`src/rtl/lock_keypad_ctrl_pkg.sv`:
```
// Shared key codes, FSM state encodings and small decode helpers
// for the lock keypad front end.
package lock_keypad_ctrl_pkg;

    // Command key codes; 0x00-0x0F are hex digits, other codes are illegal.
    localparam logic [4:0] KEY_SET   = 5'h10;
    localparam logic [4:0] KEY_ENTER = 5'h11;
    localparam logic [4:0] KEY_CLR   = 5'h12;

    localparam logic [2:0] ST_IDLE     = 3'd0;
    localparam logic [2:0] ST_SET_ENT  = 3'd1;
    localparam logic [2:0] ST_LOG_ENT  = 3'd2;
    localparam logic [2:0] ST_ISSUE    = 3'd3;
    localparam logic [2:0] ST_WAIT_RES = 3'd4;
    localparam logic [2:0] ST_LOCKOUT  = 3'd5;

    function automatic logic key_is_digit(input logic [4:0] code);
        return code[4] == 1'b0;
    endfunction

    // States in which the keypad handshake is open.
    function automatic logic st_takes_keys(input logic [2:0] st);
        return (st == ST_IDLE) || (st == ST_SET_ENT) || (st == ST_LOG_ENT);
    endfunction

endpackage

```
`src/rtl/lock_keypad_ctrl_timer.sv`:
```
// Loadable down-counter with a zero flag; load wins over count enable.
// Ports: clk, rst (sync, active high), load_i/load_val_i, en_i, zero_o.
module lock_keypad_ctrl_timer #(
    parameter int MAX = 15,
    parameter int W   = $clog2(MAX + 1)
) (
    input  logic         clk,
    input  logic         rst,
    input  logic         load_i,
    input  logic [W-1:0] load_val_i,
    input  logic         en_i,
    output logic         zero_o
);

    logic [W-1:0] cnt_q;
    logic [W-1:0] cnt_d;

    always_comb begin
        cnt_d = cnt_q;
        if (load_i) begin
            cnt_d = load_val_i;
        end else if (en_i && (cnt_q != '0)) begin
            cnt_d = cnt_q - W'(1);
        end
    end

    always_ff @(posedge clk) begin
        if (rst) begin
            cnt_q <= '0;
        end else begin
            cnt_q <= cnt_d;
        end
    end

    assign zero_o = (cnt_q == '0);

endmodule

```
`src/rtl/lock_keypad_ctrl.sv`:
```
// Keypad front end of the digital lock: assembles PINs from key events,
// issues enrol/attempt strobes, reports the result and enforces lockout.
// Ports: clk, rst (sync, active high); key_valid/key_code/key_ready handshake;
//        lock, intrusion_alert from the lock; pin/set_pin, login_pin/login to
//        the lock; granted/denied/entry_err pulses; locked_out level.
module lock_keypad_ctrl
    import lock_keypad_ctrl_pkg::*;
#(
    parameter int PIN_W       = 4,
    parameter int TIMEOUT_CYC = 1000,
    parameter int LOCKOUT_CYC = 64,
    parameter int RESULT_WAIT = 2
) (
    input  logic             clk,
    input  logic             rst,
    input  logic             key_valid,
    input  logic [4:0]       key_code,
    output logic             key_ready,
    input  logic             lock,
    input  logic             intrusion_alert,
    output logic [PIN_W-1:0] pin,
    output logic             set_pin,
    output logic [PIN_W-1:0] login_pin,
    output logic             login,
    output logic             granted,
    output logic             denied,
    output logic             entry_err,
    output logic             locked_out
);

    localparam int NDIG  = PIN_W / 4;
    localparam int CNT_W = $clog2(NDIG + 1);
    localparam int ET_W  = $clog2(TIMEOUT_CYC + 1);
    localparam int LT_W  = $clog2(LOCKOUT_CYC + 1);
    localparam int RT_W  = $clog2(RESULT_WAIT + 1);

    // Entry timer fires on the TIMEOUT_CYC-th edge after the last key.
    localparam logic [ET_W-1:0] ET_LOAD = ET_W'(TIMEOUT_CYC - 1);
    // Lockout ends LOCKOUT_CYC edges after the last edge seeing the alert.
    localparam logic [LT_W-1:0] LT_LOAD = LT_W'(LOCKOUT_CYC - 1);
    // Result is sampled one edge after the counter drains.
    localparam logic [RT_W-1:0] RT_LOAD = RT_W'(RESULT_WAIT);

    logic [2:0]       state_q, state_d;
    logic [PIN_W-1:0] sreg_q, sreg_d;
    logic [CNT_W-1:0] cnt_q, cnt_d;
    logic             is_set_q, is_set_d;
    logic [PIN_W-1:0] pin_q, pin_d;
    logic [PIN_W-1:0] login_pin_q, login_pin_d;
    logic             set_pin_q, set_pin_d;
    logic             login_q, login_d;
    logic             granted_q, granted_d;
    logic             denied_q, denied_d;
    logic             err_q, err_d;
    logic             key_ready_q;
    logic             locked_out_q;

    logic et_load, et_en, et_zero;
    logic lt_load, lt_en, lt_zero;
    logic rt_load, rt_en, rt_zero;
    logic accept;
    logic full;

    assign accept = key_valid && key_ready_q;
    assign full   = (cnt_q == CNT_W'(NDIG));

    lock_keypad_ctrl_timer #(.MAX(TIMEOUT_CYC)) u_entry_tmr (
        .clk        (clk),
        .rst        (rst),
        .load_i     (et_load),
        .load_val_i (ET_LOAD),
        .en_i       (et_en),
        .zero_o     (et_zero)
    );

    lock_keypad_ctrl_timer #(.MAX(LOCKOUT_CYC)) u_lock_tmr (
        .clk        (clk),
        .rst        (rst),
        .load_i     (lt_load),
        .load_val_i (LT_LOAD),
        .en_i       (lt_en),
        .zero_o     (lt_zero)
    );

    lock_keypad_ctrl_timer #(.MAX(RESULT_WAIT)) u_res_tmr (
        .clk        (clk),
        .rst        (rst),
        .load_i     (rt_load),
        .load_val_i (RT_LOAD),
        .en_i       (rt_en),
        .zero_o     (rt_zero)
    );

    always_comb begin
        state_d     = state_q;
        sreg_d      = sreg_q;
        cnt_d       = cnt_q;
        is_set_d    = is_set_q;
        pin_d       = pin_q;
        login_pin_d = login_pin_q;
        set_pin_d   = 1'b0;
        login_d     = 1'b0;
        granted_d   = 1'b0;
        denied_d    = 1'b0;
        err_d       = 1'b0;
        et_load     = 1'b0;
        et_en       = 1'b0;
        lt_load     = 1'b0;
        lt_en       = 1'b0;
        rt_load     = 1'b0;
        rt_en       = 1'b0;

        if (intrusion_alert) begin
            // Alert overrides everything and discards any partial entry.
            state_d = ST_LOCKOUT;
            sreg_d  = '0;
            cnt_d   = '0;
            lt_load = 1'b1;
        end else begin
            case (state_q)
                ST_IDLE: begin
                    if (accept) begin
                        if (key_is_digit(key_code)) begin
                            state_d = ST_LOG_ENT;
                            sreg_d  = PIN_W'(key_code[3:0]);
                            cnt_d   = CNT_W'(1);
                            et_load = 1'b1;
                        end else if (key_code == KEY_SET) begin
                            state_d = ST_SET_ENT;
                            sreg_d  = '0;
                            cnt_d   = '0;
                            et_load = 1'b1;
                        end else if ((key_code != KEY_ENTER) &&
                                     (key_code != KEY_CLR)) begin
                            err_d = 1'b1;
                        end
                    end
                end
                ST_SET_ENT, ST_LOG_ENT: begin
                    et_en = 1'b1;
                    if (et_zero) begin
                        // Timeout outranks a key arriving on the same edge.
                        state_d = ST_IDLE;
                        sreg_d  = '0;
                        cnt_d   = '0;
                        err_d   = 1'b1;
                    end else if (accept) begin
                        et_load = 1'b1;
                        if (key_is_digit(key_code)) begin
                            if (full) begin
                                err_d = 1'b1;
                            end else begin
                                sreg_d = PIN_W'({sreg_q, key_code[3:0]});
                                cnt_d  = cnt_q + CNT_W'(1);
                            end
                        end else if (key_code == KEY_SET) begin
                            state_d = ST_SET_ENT;
                            sreg_d  = '0;
                            cnt_d   = '0;
                        end else if (key_code == KEY_ENTER) begin
                            if (full) begin
                                state_d  = ST_ISSUE;
                                is_set_d = (state_q == ST_SET_ENT);
                            end else begin
                                state_d = ST_IDLE;
                                sreg_d  = '0;
                                cnt_d   = '0;
                                err_d   = 1'b1;
                            end
                        end else if (key_code == KEY_CLR) begin
                            state_d = ST_IDLE;
                            sreg_d  = '0;
                            cnt_d   = '0;
                        end else begin
                            err_d = 1'b1;
                        end
                    end
                end
                ST_ISSUE: begin
                    sreg_d = '0;
                    cnt_d  = '0;
                    if (is_set_q) begin
                        pin_d     = sreg_q;
                        set_pin_d = 1'b1;
                        state_d   = ST_IDLE;
                    end else begin
                        login_pin_d = sreg_q;
                        login_d     = 1'b1;
                        rt_load     = 1'b1;
                        state_d     = ST_WAIT_RES;
                    end
                end
                ST_WAIT_RES: begin
                    rt_en = 1'b1;
                    if (rt_zero) begin
                        granted_d = lock;
                        denied_d  = ~lock;
                        state_d   = ST_IDLE;
                    end
                end
                ST_LOCKOUT: begin
                    lt_en = 1'b1;
                    if (lt_zero) begin
                        state_d = ST_IDLE;
                    end
                end
                default: begin
                    state_d = ST_IDLE;
                end
            endcase
        end
    end

    always_ff @(posedge clk) begin
        if (rst) begin
            state_q      <= ST_IDLE;
            sreg_q       <= '0;
            cnt_q        <= '0;
            is_set_q     <= 1'b0;
            pin_q        <= '0;
            login_pin_q  <= '0;
            set_pin_q    <= 1'b0;
            login_q      <= 1'b0;
            granted_q    <= 1'b0;
            denied_q     <= 1'b0;
            err_q        <= 1'b0;
            key_ready_q  <= 1'b1;
            locked_out_q <= 1'b0;
        end else begin
            state_q      <= state_d;
            sreg_q       <= sreg_d;
            cnt_q        <= cnt_d;
            is_set_q     <= is_set_d;
            pin_q        <= pin_d;
            login_pin_q  <= login_pin_d;
            set_pin_q    <= set_pin_d;
            login_q      <= login_d;
            granted_q    <= granted_d;
            denied_q     <= denied_d;
            err_q        <= err_d;
            key_ready_q  <= st_takes_keys(state_d);
            locked_out_q <= (state_d == ST_LOCKOUT);
        end
    end

    assign key_ready  = key_ready_q;
    assign pin        = pin_q;
    assign set_pin    = set_pin_q;
    assign login_pin  = login_pin_q;
    assign login      = login_q;
    assign granted    = granted_q;
    assign denied     = denied_q;
    assign entry_err  = err_q;
    assign locked_out = locked_out_q;

endmodule

```
`config.mk`:
```
export PLATFORM = sky130hd
export DESIGN_NAME = lock_keypad_ctrl
export DESIGN_NICKNAME = d
export VERILOG_FILES = /design/src/rtl/lock_keypad_ctrl_pkg.sv /design/src/rtl/lock_keypad_ctrl_timer.sv /design/src/rtl/lock_keypad_ctrl.sv
export SDC_FILE = /design/constraint.sdc
export NUM_CORES = 1
export LEC_CHECK = 0
export CAP_MARGIN = 20
export CORE_UTILIZATION = 55
export CTS_BUF_LIST = sky130_fd_sc_hd__clkbuf_8 sky130_fd_sc_hd__clkbuf_16
export DETAILED_ROUTE_END_ITERATION = 10
export PLACE_DENSITY = 0.78
export SYNTH_ARGS = -nofsm -noshare
export SYNTH_HDL_FRONTEND = slang
export SYNTH_HIERARCHICAL = 1
export SYNTH_SLANG_ARGS = --single-unit
```
`constraint.sdc`:
```
create_clock -name clk -period 3.5 [get_ports clk]
set_clock_uncertainty 0.15 [all_clocks]
set_input_delay 0.7 -clock clk [delete_from_list [all_inputs] [get_ports clk]]
set_output_delay 0.7 -clock clk [all_outputs]
set_load 0.05 [all_outputs]
```
==> results of run 1 <==
==> metal layers <==
layer / vias to the layer above / global-route usage, % / share of wire, %
met5: - / 0 / 0
met3: 5 / 5.10 / 4.8
met4: 0 / 7.40 / 1.1
met1: 938 / 30.9 / 47
met2: 56 / 38.3 / 47
li1: 1083 / - / -
==> logic make-up after synthesis <==
| group | count (synthesis) | synth area share, % |
|---|---|---|
| compound gates | 60 | 20.6 |
| xor+xnor | 5 | 1.78 |
| fa+ha+maj | 3 | 1.53 |
| buf+inv | 32 | 6.56 |
| flops | 43 | 35.0 |
| mux | 17 | 6.91 |
| other cells | 2 | 0.305 |
| simple gates | 118 | 27.4 |
==> synth_stat cells, types with 3 or more instances <==
cell type	count
nand3b_1	4
nand2b_1	4
buf_2	3
a221oi_1	3
nand4_1	3
or3_1	7
inv_1	18
a21oi_1	14
clkbuf_8	3
xnor2_1	5
o31a_2	5
ha_1	3
clkbuf_1	6
o21ai_0	3
nand2_1	18
o31ai_1	3
a211oi_1	6
dfxtp_1	43
o211ai_1	3
nor4_1	6
nor3_1	9
mux2i_1	17
nor3_2	3
nor2_1	37
nand3_1	4
==> final timing paths <==
path | slack (ns) | endpoint | depth (start not counted)
min | 0.36 | sreg_q[0]$_SDFFE_PP0P_ | 2
max | 0.55 | u_entry_tmr/cnt_q[7]$_SDFFE_PP0P_ | 9
max reg2reg | 0.67 | u_entry_tmr/cnt_q[1]$_SDFFE_PP0P_ | 11
min reg2reg | 0.36 | sreg_q[0]$_SDFFE_PP0P_ | 2
==> cell type report <==
cell class                      count  area (µm²)
Tap cell                           50        62.6
Clock buffer                        5        68.8
Clock inverter                      3        43.8
Sequential cell                    43         861
Fill cell                         347        1240
Multi-Input combinational cell    222        1500
Inverter                           18        67.6
Timing Repair Buffer               31         293
==> power breakdown <==
group / switching, mW / internal (mW) / leakage [nW]
clock: 0.175 / 0.213 / 0.0581
combinational: 0.167 / 0.136 / 0.651
sequential: 0.0339 / 0.516 / 0.350
total: 0.376 / 0.864 / 1.06
==> registers in the layout, indices dropped and copies added (netlist names) <==
signal	cells
is_set_q	1
cnt_q	1
entry_err	1
granted	1
key_ready	1
state_q	3
login	1
u_lock_tmr/cnt_q	7
pin	4
sreg_q	4
set_pin	1
u_entry_tmr/cnt_q	10
denied	1
u_res_tmr/cnt_q	2
locked_out	1
login_pin	4
==> worst max-delay path, cell delays in order <==
cell	delay, ns
clkdlybuf4s50_1	0.55
o41ai_2	0.51
nor2_1	0.08
a211oi_1	0.22
a21oi_1	0.06
nor4_1	0.28
buf_4	0.24
a21oi_1	0.05
a221oi_1	0.29
==> per-stage QoR <==
stage               std cells  utilization, %  hold WS (ns)  worst slack (ns)  power, mW
finish                    372            70.0         0.359             0.550       1.24
global route              372            70.0         0.382             0.308       1.30
CTS                       372            70.0         0.354             0.538       1.25
detailed placement        364            67.2         0.325             0.270      0.857
global placement          364            67.2         0.323             0.316      0.853
floorplan                 297               -         0.297             0.735      0.783
==> results.cfg, run 1 <==
[setup_path]
critPathMaxFanout = 9
regToRegStartpoint = u_entry_tmr/cnt_q[0]$_SDFFE_PP0P_
cp-start-kind = input pin
cp-startpoint = key_code[3]
cp.arrival_ns = 2.99
required_ns = 3.54
critPathKind = input pin to flip-flop
cp-end-kind = flip-flop

[timing]
hold_violations = 0
slew-limit-headroom_pct = 58.9
tightest_slew_ns = 0.612
tns_ns = 0
max_freq_mhz = 339
rsz0062_at_grt = no
finalCritPeriodShare_pct = 84.3
slew_violations = 0
finalSetupViolCount = 0
finalCriticalPeriod_ns = 2.95

[synthesis]
synth_edf_count = 0
yosysSeqAreaShare_pct = 35.0
yosys_warnings = 6
yosys-top-cells-area = dfxtp_1 35%, mux2i_1 6.9%, nor2_1 5.6%
ys_ff_latch = 43
syn_inst = 280
yosys.area.top_type = dfxtp_1
synth.top_cell.area_share_pct = 35.0
postSynth.asyncResetShare_pct = 0
ys.flop_type = dfxtp_1
avgSynthCellArea_um2 = 8.79
synth_area_mm2 = 0.00246
ys_types = 65

[cells_and_area]
layout-drive-gt1-share_pct = 13.4
most-common-layout-cells = 43 x dfxtp_1, 37 x nor2_1, 24 x clkdlybuf4s50_1
mostFrequentLayoutCell = dfxtp_1
diodes = 0
nets = 334
postLayoutCellArea_mm2 = 0.00290
syn_to_final_growth_pct = 17.8

[routing]
antenna_left = 0
wirelength_um = 5110
wl_per_cell_um = 13.7
dr.first_iter.drc_count = 205
dr.pass1.iters = 5
dr_total_vias = 2082
viasPerCell = 5.60
drcViolationCount = 0

[clock_network]
htree_levels = 2
cts_resized = 0
tritoncts = done
holdBufCountCts = 0
numCtsBuffers = 5
cts_setup_buffers = 0
clk_pin_slew_worst_paths_ns = 0.08
clk_path_buf_depth = 2
clkLatencyLatePin_ns = 0.30
clkSinkCount = 43
root_buffer = clkbuf_8

[flow_run]
drv_cap = 0

[die]
core_area_mm2 = 0.00414
dieHeight_um = 68.9
die_area_mm2 = 0.00475
die_w_um = 68.9
rows = 23
initial_utilization_pct = 59.4
io_pins = 25

[global_routing]
antenna_found_initial = 0
overflow = 0
grt_pass1_vias = 1841
groute.usage.overall_pct = 23.6
grt_pass1_wl_um = 8250
grt_max_degree = 39

[status]
status = completed

[placement]
placed_cell_area_mm2 = 0.00279
port_buffers = 24
hpwl_um = 3580
routabilityCongestion = 0.893

[worst_hold_path]
min-delay-start = sreg_q[0]$_SDFFE_PP0P_
hold_class = flip-flop to flip-flop

[power]
power_density_mw_per_mm2 = 428
power.leakage_nw = 1.06
ir_worst_vdd_mv = 0.291
Note: power is estimated with default switching activity, not from simulation.
==> run 2, diff against run 1 <==
--- a/config.mk
+++ b/config.mk
@@ -6,10 +6,10 @@
 export NUM_CORES = 1
 export LEC_CHECK = 0
 export CAP_MARGIN = 20
-export CORE_UTILIZATION = 55
+export CORE_UTILIZATION = 51
 export CTS_BUF_LIST = sky130_fd_sc_hd__clkbuf_8 sky130_fd_sc_hd__clkbuf_16
 export DETAILED_ROUTE_END_ITERATION = 10
-export PLACE_DENSITY = 0.78
+export PLACE_DENSITY = 0.76
 export SYNTH_ARGS = -nofsm -noshare
 export SYNTH_HDL_FRONTEND = slang
 export SYNTH_HIERARCHICAL = 1
==> constraint.sdc (replaced) <==
create_clock -name clk -period 2.55 [get_ports clk]
set_clock_uncertainty 0.15 [all_clocks]
set_input_delay 0.51 -clock clk [delete_from_list [all_inputs] [get_ports clk]]
set_output_delay 0.51 -clock clk [all_outputs]
set_load 0.05 [all_outputs]
==> run 2 against run 1 <==
Clock power is 45% higher. Sequential power is 35% higher. Utilization is 2.1 points higher. Via count is 8.3% higher. Wire length is 13% higher. Final cell count is 9.4% higher. Flip-flop and latch count stayed put. Count of clock-buffer cells in the layout stayed put. First-iteration DRC count is 40% lower. Power is 51% higher. Highest routed layer unchanged.
==> results.cfg, run 2 (synthesis results as in run 1) <==
[status]
status = completed

[cells_and_area]
nets = 367
syn_to_final_growth_pct = 31.9
largest_reg_flops = 10
nFillCells = 351
mostFrequentLayoutCell = dfxtp_1
most-common-layout-cells = 40 x dfxtp_1, 38 x buf_4, 34 x nor2_1
layout-drive-gt1-share_pct = 25.6
diodes = 0
postLayoutCellArea_mm2 = 0.00325
regMostFlops = u_entry_tmr/cnt_q
reg.largest.list = u_entry_tmr/cnt_q x10, u_lock_tmr/cnt_q x7

[timing]
rsz0062_at_grt = yes
finalCritPeriodShare_pct = 99.7
layout_setup_ws_ns = 0.00839
slew_violations = 0
tightest_slew_ns = 0.511
finalCriticalPeriod_ns = 2.54
finalSetupViolCount = 0
slew-limit-headroom_pct = 65.8
hold_violations = 0
max_freq_mhz = 393

[die]
die_area_mm2 = 0.00511
rows = 24
core_area_mm2 = 0.00450
die_w_um = 71.5
io_pins = 25
dieHeight_um = 71.5
initial_utilization_pct = 54.6

[setup_path]
crit_path_top_delay_cell = or4b_4
critPathMaxFanout = 5
required_ns = 2.62
crit_path_cell_trace = inv_2 > ha_4 > or4b_4 > nor3_4 > a211oi_2 > a21oi_1 > nor4_1 > buf_4 > or4_1 > o211ai_1
cp-startpoint = u_entry_tmr/cnt_q[0]$_SDFFE_PP0P_
regToRegStartpoint = u_entry_tmr/cnt_q[0]$_SDFFE_PP0P_
critPathBufInv = 2
cp-start-kind = flip-flop
cp.arrival_ns = 2.61
path_delay_family = simple AND/OR/NAND/NOR gates
critPathKind = flip-flop to flip-flop
cp-end-kind = flip-flop
slowest_delay_ns = 0.47

[clock_network]
htree_levels = 2
clk_path_buf_depth = 2
tritoncts = done
clkSinkCount = 43
clk_pin_slew_worst_paths_ns = 0.09
clkLatencyLatePin_ns = 0.30
numCtsBuffers = 5
root_buffer = clkbuf_8

[flow_run]
drv_cap = 0

[routing]
viasPerCell = 5.54
drcViolationCount = 0
antenna_left = 0
dr.pass1.iters = 4
dr_total_vias = 2254
wl_per_cell_um = 14.2
dr.first_iter.drc_count = 123
wirelength_um = 5770

[placement]
routabilityCongestion = 0.833
placed_cell_area_mm2 = 0.00301
pre_cts_slack_ns = -0.319
port_buffers = 24
hpwl_um = 3980

[global_routing]
groute.usage.overall_pct = 23.3
overflow = 0
grt_pass1_wl_um = 9420
antenna_found_initial = 0
grt_pass1_vias = 2144
grt_max_degree = 39

[worst_hold_path]
hold_class = flip-flop to flip-flop
min-delay-start = sreg_q[1]$_SDFFE_PP0P_

[power]
ir_worst_vdd_mv = 0.467
power_density_mw_per_mm2 = 577
power.leakage_nw = 1.26
run 2: layout make-up:
class | count | area [µm²] | share of cell area (%)
Clock buffer | 5 | 68.8 | 2.12
Clock inverter | 3 | 47.5 | 1.46
Inverter | 18 | 71.3 | 2.20
Multi-Input combinational cell | 222 | 1570 | 48.3
Sequential cell | 43 | 865 | 26.6
Tap cell | 52 | 65.1 | 2.00
Timing Repair Buffer | 64 | 562 | 17.3
run 2: per-stage QoR:
step / hold WS [ns] / utilization, % / TNS, ns / cells / total power, mW
final: 0.340 / 72.1 / 0 / 407 / 1.87
after floorplan: 0.297 / - / -0.0266 / 297 / 1.10
after global placement: 0.321 / 66.9 / -1.30 / 393 / 1.25
after CTS: 0.340 / 70.4 / -0.00590 / 402 / 1.82
after global routing: 0.366 / 72.1 / -0.446 / 407 / 1.96
after detailed placement: 0.328 / 66.9 / -2.38 / 393 / 1.26
run 2: metal layers:
layer	GRT usage (%)	wire length, µm	vias to the layer above
met5	0	0	-
met4	8.06	78	0
met3	4.64	203	8
met2	43.5	2920	45
met1	26.3	2570	1055
li1	-	-	1146
run 2: tightest hold or removal path, cell delays in order, from the launching register on:
cell and delay (ns):
dfxtp_1 0.34, nand2_1 0.06, mux2i_1 0.05
run 2: path summary, 6_finish.rpt:
kind         cells after the start  slack [ns]                           endpoint
min                              2        0.34             sreg_q[1]$_SDFFE_PP0P_
min reg2reg                      2        0.34             sreg_q[1]$_SDFFE_PP0P_
max reg2reg                     10       0.008  u_entry_tmr/cnt_q[1]$_SDFFE_PP0P_
max                             10       0.008  u_entry_tmr/cnt_q[1]$_SDFFE_PP0P_
run 2: timing repair:
action,4_1_cts,5_1_grt
pin swaps,1,1
hold buffers,0,0
setup endpoints to repair,2,12
setup buffers,1,5
resized for setup,3,12
run 2: power by group:
part	total, mW	switching, mW	internal [mW]
combinational	0.567	0.293	0.275
clock	0.562	0.264	0.297
sequential	0.745	0.0359	0.709
total	1.87	0.593	1.28
